`config.mk`:
```
export PLATFORM = sky130hd
export DESIGN_NAME = reg_write_back
export DESIGN_NICKNAME = d
export VERILOG_FILES = /design/src/rtl/reg_write_back.sv
export SDC_FILE = /design/constraint.sdc
export NUM_CORES = 2
export LEC_CHECK = 0
export BUFFER_PORTS_ARGS = -buffer_cell sky130_fd_sc_hd__buf_2
export CAP_MARGIN = 0
export CELL_PAD_IN_SITES_DETAIL_PLACEMENT = 0
export CELL_PAD_IN_SITES_GLOBAL_PLACEMENT = 1
export CORE_MARGIN = 10
export CORE_UTILIZATION = 50
export CTS_CLUSTER_SIZE = 14
export DETAILED_ROUTE_END_ITERATION = 12
export PLACE_DENSITY = 0.88
export SETUP_SLACK_MARGIN = 0.4
export SKIP_CTS_REPAIR_TIMING = 1
export SYNTH_ARGS = -nofsm -noshare
export SYNTH_HDL_FRONTEND = slang
export SYNTH_SLANG_ARGS = --single-unit
```
`constraint.sdc`:
```
create_clock -name clk -period 42.1 [get_ports clk]
set_input_delay 8.42 -clock clk [delete_from_list [all_inputs] [get_ports clk]]
set_output_delay 8.42 -clock clk [all_outputs]
set_load 0.03 [all_outputs]
```
`src/rtl/reg_write_back.sv`:
```
// -----------------------------------------------------------------------------
// reg_write_back
//
// Write side of the architectural register file. Write-back requests from the
// execute stage arrive through a valid/ready handshake. They are buffered in a
// small in-order queue, and the queue commits at most one entry per cycle into
// the register array. A pending-write mask lets decode stall reads of registers
// that still have writes in flight.
//
// Optional build macro: REG_WB_FORWARD_EN
//   defined     -> read ports forward the youngest queued write to the address
//   not defined -> read ports return committed array contents only
// The pending mask behaves the same in both builds.
// -----------------------------------------------------------------------------
module reg_write_back #(
    parameter int DATA_W   = 32,
    parameter int ADDR_W   = 5,
    parameter int NUM_REGS = 32,
    parameter int DEPTH    = 4
) (
    input  logic                     clk,
    input  logic                     rst,
    input  logic                     wb_valid,
    output logic                     wb_ready,
    input  logic [ADDR_W-1:0]        wb_rd,
    input  logic [DATA_W-1:0]        wb_data,
    input  logic                     commit_stall,
    input  logic [ADDR_W-1:0]        rs,
    input  logic [ADDR_W-1:0]        rt,
    output logic [DATA_W-1:0]        read1,
    output logic [DATA_W-1:0]        read2,
    output logic [NUM_REGS-1:0]      pending,
    output logic [$clog2(DEPTH):0]   occupancy,
    output logic                     commit_valid,
    output logic [ADDR_W-1:0]        commit_rd
);

    localparam int PTR_W = $clog2(DEPTH);

    // ------------------------------------------------------------------------
    // State
    // ------------------------------------------------------------------------
    // Pointers carry one extra wrap bit so that full and empty can be
    // told apart when the index bits are equal.
    logic [PTR_W:0]        head_reg;
    logic [PTR_W:0]        tail_reg;

    // ready_en_reg keeps wb_ready low until the first edge after reset
    // deasserts, so the producer never sees a ready that reset could still
    // cancel.
    logic                  ready_en_reg;

    logic                  commit_valid_reg;
    logic [ADDR_W-1:0]     commit_rd_reg;

    // The queue payload is only meaningful inside the [head, tail) window,
    // so it needs no reset.
    logic [ADDR_W-1:0]     q_rd   [DEPTH];
    logic [DATA_W-1:0]     q_data [DEPTH];

    // The architectural array. It is cleared asynchronously, so it is kept
    // in flops rather than block RAM.
    logic [DATA_W-1:0]     regs   [NUM_REGS];

    // ------------------------------------------------------------------------
    // Queue status and handshake
    // ------------------------------------------------------------------------
    logic [PTR_W:0]        count;
    logic [PTR_W-1:0]      head_idx;
    logic [PTR_W-1:0]      tail_idx;
    logic                  full;
    logic                  empty;
    logic                  accept;
    logic                  enq;
    logic                  deq;
    logic [ADDR_W-1:0]     head_rd;
    logic [DATA_W-1:0]     head_data;
    logic [DEPTH-1:0]      entry_valid;

    assign count     = tail_reg - head_reg;
    assign head_idx  = head_reg[PTR_W-1:0];
    assign tail_idx  = tail_reg[PTR_W-1:0];
    assign full      = (count == (PTR_W+1)'(DEPTH));
    assign empty     = (count == '0);

    // Ready never looks at wb_valid. While the queue is full, ready stays
    // low even if a commit frees a slot on the same edge.
    assign wb_ready  = ready_en_reg && !full && !rst;

    // A write to r0 completes the handshake but is dropped. r0 is hardwired
    // to zero, so queueing the write would only produce a false pending bit.
    assign accept    = wb_valid && wb_ready;
    assign enq       = accept && (wb_rd != '0);

    // Commit looks only at the registered pointers. An entry accepted on this
    // edge therefore cannot commit before the following edge.
    assign deq       = !empty && !commit_stall;

    assign head_rd   = q_rd[head_idx];
    assign head_data = q_data[head_idx];

    assign occupancy    = count;
    assign commit_valid = commit_valid_reg;
    assign commit_rd    = commit_rd_reg;

    // ------------------------------------------------------------------------
    // Per-entry liveness: an entry is live when its distance from head,
    // taken modulo DEPTH, is less than the current count.
    // ------------------------------------------------------------------------
    generate
        for (genvar gi = 0; gi < DEPTH; gi++) begin : g_entry_valid
            logic [PTR_W-1:0] offset;
            assign offset          = PTR_W'(gi) - head_idx;
            assign entry_valid[gi] = ({1'b0, offset} < count);
        end
    endgenerate

    // ------------------------------------------------------------------------
    // Sequential control
    // ------------------------------------------------------------------------

    // Enable ready one edge after reset is released.
    always_ff @(posedge clk or posedge rst) begin
        if (rst) begin
            ready_en_reg <= 1'b0;
        end else begin
            ready_en_reg <= 1'b1;
        end
    end

    // Advance the head and tail pointers. The extra wrap bit lets them
    // roll over naturally.
    always_ff @(posedge clk or posedge rst) begin
        if (rst) begin
            head_reg <= '0;
            tail_reg <= '0;
        end else begin
            if (enq) begin
                tail_reg <= tail_reg + 1'b1;
            end
            if (deq) begin
                head_reg <= head_reg + 1'b1;
            end
        end
    end

    // Store an accepted request at the tail slot.
    always_ff @(posedge clk) begin
        if (enq) begin
            q_rd[tail_idx]   <= wb_rd;
            q_data[tail_idx] <= wb_data;
        end
    end

    // Register the commit strobe so that it is a clean one-cycle pulse
    // following the commit edge. commit_rd holds its last value otherwise.
    always_ff @(posedge clk or posedge rst) begin
        if (rst) begin
            commit_valid_reg <= 1'b0;
            commit_rd_reg    <= '0;
        end else begin
            commit_valid_reg <= deq;
            if (deq) begin
                commit_rd_reg <= head_rd;
            end
        end
    end

    // ------------------------------------------------------------------------
    // Architectural array: each register has its own write decode. r0 is a
    // constant zero.
    // ------------------------------------------------------------------------
    generate
        for (genvar gi = 0; gi < NUM_REGS; gi++) begin : g_regs
            if (gi == 0) begin : g_zero
                assign regs[gi] = '0;
            end else begin : g_flop
                // Take the head entry's data when it commits to this register.
                always_ff @(posedge clk or posedge rst) begin
                    if (rst) begin
                        regs[gi] <= '0;
                    end else if (deq && (head_rd == ADDR_W'(gi))) begin
                        regs[gi] <= head_data;
                    end
                end
            end
        end
    endgenerate

    // ------------------------------------------------------------------------
    // Pending mask: OR together a one-hot decode of every live entry's rd.
    // A register with several queued writes stays flagged until the last
    // of those writes commits.
    // ------------------------------------------------------------------------
    // Build the mask from the live queue window.
    always_comb begin
        pending = '0;
        for (int i = 0; i < DEPTH; i++) begin
            if (entry_valid[i]) begin
                pending[q_rd[i]] = 1'b1;
            end
        end
        // r0 is never queued. Clearing it here keeps the bit tied off
        // regardless of whatever stale payload a dead slot holds.
        pending[0] = 1'b0;
    end

    // ------------------------------------------------------------------------
    // Read ports
    // ------------------------------------------------------------------------
    function automatic logic [DATA_W-1:0] lookup(input logic [ADDR_W-1:0] addr);
        logic [DATA_W-1:0] value;
        logic [PTR_W-1:0]  idx;
        value = regs[addr];
        idx   = '0;
`ifdef REG_WB_FORWARD_EN
        // Scan from oldest to youngest. The last match wins, so the youngest
        // queued write to this address overrides both older entries and the
        // array.
        for (int k = 0; k < DEPTH; k++) begin
            idx = head_idx + PTR_W'(k);
            if (((PTR_W+1)'(k) < count) && (q_rd[idx] == addr)) begin
                value = q_data[idx];
            end
        end
`else
        // Reads see committed state only. The scan index is unused in this
        // build.
        idx = idx;
`endif
        if (addr == '0) begin
            value = '0;
        end
        return value;
    endfunction

    // Read port 1: combinational lookup.
    always_comb begin
        read1 = lookup(rs);
    end

    // Read port 2: combinational lookup.
    always_comb begin
        read2 = lookup(rt);
    end

endmodule

```
==> results.md <==
* Run status: finished clean
* Min Tclk post-route at 21.74 ns
* Cells on worst reg2reg path at 9
* H-tree Lvls at 3
* GP Congestion at 0.858
* Yosys warnings at 0
* Core footprint at 120,000 um2
* CTS clock-pin slew for the worst setup and hold paths at 0.06 ns
* DP Wirelength at 107 mm
* Sequential area share after synthesis at 48.8%
* Share of layout cells above drive strength 1 at 40.5%
* Vias in the first global route at 41.1k
* CP Depth at 8
* PortBufs at 155
* Final TNS setup at 0 ns
* Clk sink count at 1,153
* Num ports at 157
* Syn-to-layout area delta at 9.98%
* Cell area after layout at 66,700 um2
* Longest Clk Path Bufs at 3
* Critical path's top delay family: buffers and inverters
* RSZ-0062 raised after global routing: false
* 1st-iter DRT viols at 5,124
* Register with the most flip-flops: regs
* Area after DPL at 62,600 um2
* Clock Latency Late Sink at 0.74 ns
* Smallest hold slack at 0.474 ns
* Final Power at 4.92 mW
* Setup-failing EPs final at 0
* EDFF count, synth at 148
* Top flop regs: regs (992), q_data (128), q_rd (20)
* Detail Route Antenna Nets at 0
* Synth Area per Inst at 14.4 um2
* Via Count at 40.4k
* CP Capture Type: output pin
* Grt ovf at 0
* Leak pwr at 28.6 nW
* Clk_skew at 0.0459 ns
* Synth Instances at 4,208
* Worst Path Arrival at 13.32 ns
* CP Cell Sequence: buf_8 > buf_4 > buf_4 > nand2b_1 > o22ai_1 > a2111oi_0 > nor4_1 > buf_2
* CTS tree: yes
* Max reg flops at 992
* Maximum vdd drop at 0.0643 mV
* Final wirelength at 191 mm
* CTS Buf Count at 121
* Headroom to the max-slew limit at 3.54%
* Pin count of the biggest net entering global routing at 167
* CP required at 33.68 ns
* Post-synth ARST share at 87.2%
* Max-cap check violation count at 0
* Top cell type's share of synthesized area at 41.5%
* Via density at 6.91
* Initial antenna violation count at 19
* Site row count at 127
* HP Class: reg2reg
* Initial Utilization at 50.4%
* Area of the multi-input gates at 29,400 um2
* Final Net Count at 4,196
* Drc violations at 0
* CTS root buffer: clkbuf_16
* Final hold violation count at 0
* Height of the die at 368 um
* Number of synthesized register bits at 1,153
* Synth cell count leaders: dfrtp_1 (1,005), mux2_2 (821), mux4_2 (406)
* Peak Freq at 46.0 MHz
* Sequential cell area at 29,600 um2
* Bufs and invs on worst path at 4
* Most numerous cell in the Yosys netlist: dfrtp_1
* Main flop type after synthesis: dfrtp_1
* Top cell by count, worst path: buf_4
* Critical path type: in2out
* Pwr Density at 73.7 nW/um2
* Drt wl/cell at 32.7 um
* Netlist Area Pre-Place at 60,600 um2
* Largest area contributor in the netlist: dfrtp_1
* Die ar. at 136,000 um2
* Hold path depth at 1
* Measured slew at the worst slew-check pin at 1.43 ns
* Reg-to-reg slack, setup at 36.14 ns
* Number of distinct library cells after synthesis at 58
* Top post-synthesis cells by area: dfrtp_1 (41%), mux2_2 (15%), mux4_2 (15%)
* Max stage delay cell, worst path: nor4_1
* Fin crit share at 51.6%
* Final Max Tran Viols at 0
* CP max stage delay at 1.17 ns
* First-pass GRT wire length at 281 mm
* Fill cell count at 9,580
* Drt pass-1 iters at 6
* Final core occ at 55.5%
* CP startpoint kind: input port
* Die Wd at 368 um
* Post-Syn Nets at 4,272
* Crit Path Max Fanout at 75
* Global Route Usage Sum at 27.7%
==> cells by family after synthesis <==
kind of cell	share of synthesized area [%]
xor+xnor	0.0970
simple gates	4.70
fa+ha+maj	0.281
flops	48.8
buf+inv	3.08
compound gates	4.01
mux	39.0
other cells	0.0124
==> metrics by stage <==
| stage | setup slack [ns] | std cells |
|---|---|---|
| after floorplan | 1.27 | 4208 |
| after global placement | 20.51 | 5621 |
| after detailed placement | 20.42 | 5621 |
| after CTS | 20.40 | 5839 |
| after global routing | 20.03 | 5839 |
| final | 20.36 | 5842 |
==> area by class of cell <==
type / count / share of cell area (%)
flip-flops and latches: 1153 / 44.4
multi-input cells: 2598 / 44.1
clock buffers: 166 / 5.24
well taps: 1612 / 3.03
repair buffers: 241 / 2.30
clock inverters: 52 / 0.805
inverters: 17 / 0.107
diodes: 3 / 0.0113
==> path summary, 6_finish.rpt <==
path                             start           end
setup / recovery                 rt[0]      read2[0]
hold / removal             tail_reg[2]   tail_reg[2]
setup reg to reg           head_reg[1]     regs[479]
hold reg to reg            tail_reg[2]   tail_reg[2]
max in group asynchronous          rst     regs[742]
min in group asynchronous          rst  commit_valid
==> worst reg2reg max path, delay by kind of cell, from the launching register on <==
family	cells	cell delay [ns]
buf+inv	4	2.02
flops	1	1.04
compound gates	1	0.71
xor+xnor	1	0.63
simple gates	1	0.56
fa+ha+maj	1	0.49
mux	1	0.45
==> placed cells by master, fill, tap and decap left out, types with 13 or more instances in the layout <==
cell and instances:
o22ai_1 25, o31a_1 24, a21oi_1 33, mux2_1 242, clkbuf_16 124, nor3b_1 16, a22oi_1 76, nand3_1 125
dfrtp_1 1003, nor3_1 29, edfxtp_1 148, o221ai_1 16, nor2b_1 77, a221oi_1 24, clkbuf_1 19, nor2_1 56
o211ai_1 13, buf_2 148, nand4_1 44, mux2i_1 251, inv_1 13, clkbuf_8 23, nor4_1 16, a211oi_1 41
buf_4 83, mux4_2 406, mux2_2 821, clkinv_2 22, a2111oi_0 16, nand2_1 94, o21ai_0 18
==> power breakdown <==
group          internal (mW)  switching [mW]
combinational          0.901           0.897
sequential              1.64           0.390
clock                  0.636           0.453
total                   3.17            1.74
==> per-layer routing <==
layer	vias to the layer above	share of wire (%)	track usage [%]
met3	520	11	6.93
li1	16018	-	-
met5	-	0.090	0
met4	26	4.6	12.0
met1	21403	40	38.1
met2	2393	45	41.5
Note: power is estimated with default switching activity, not from simulation.
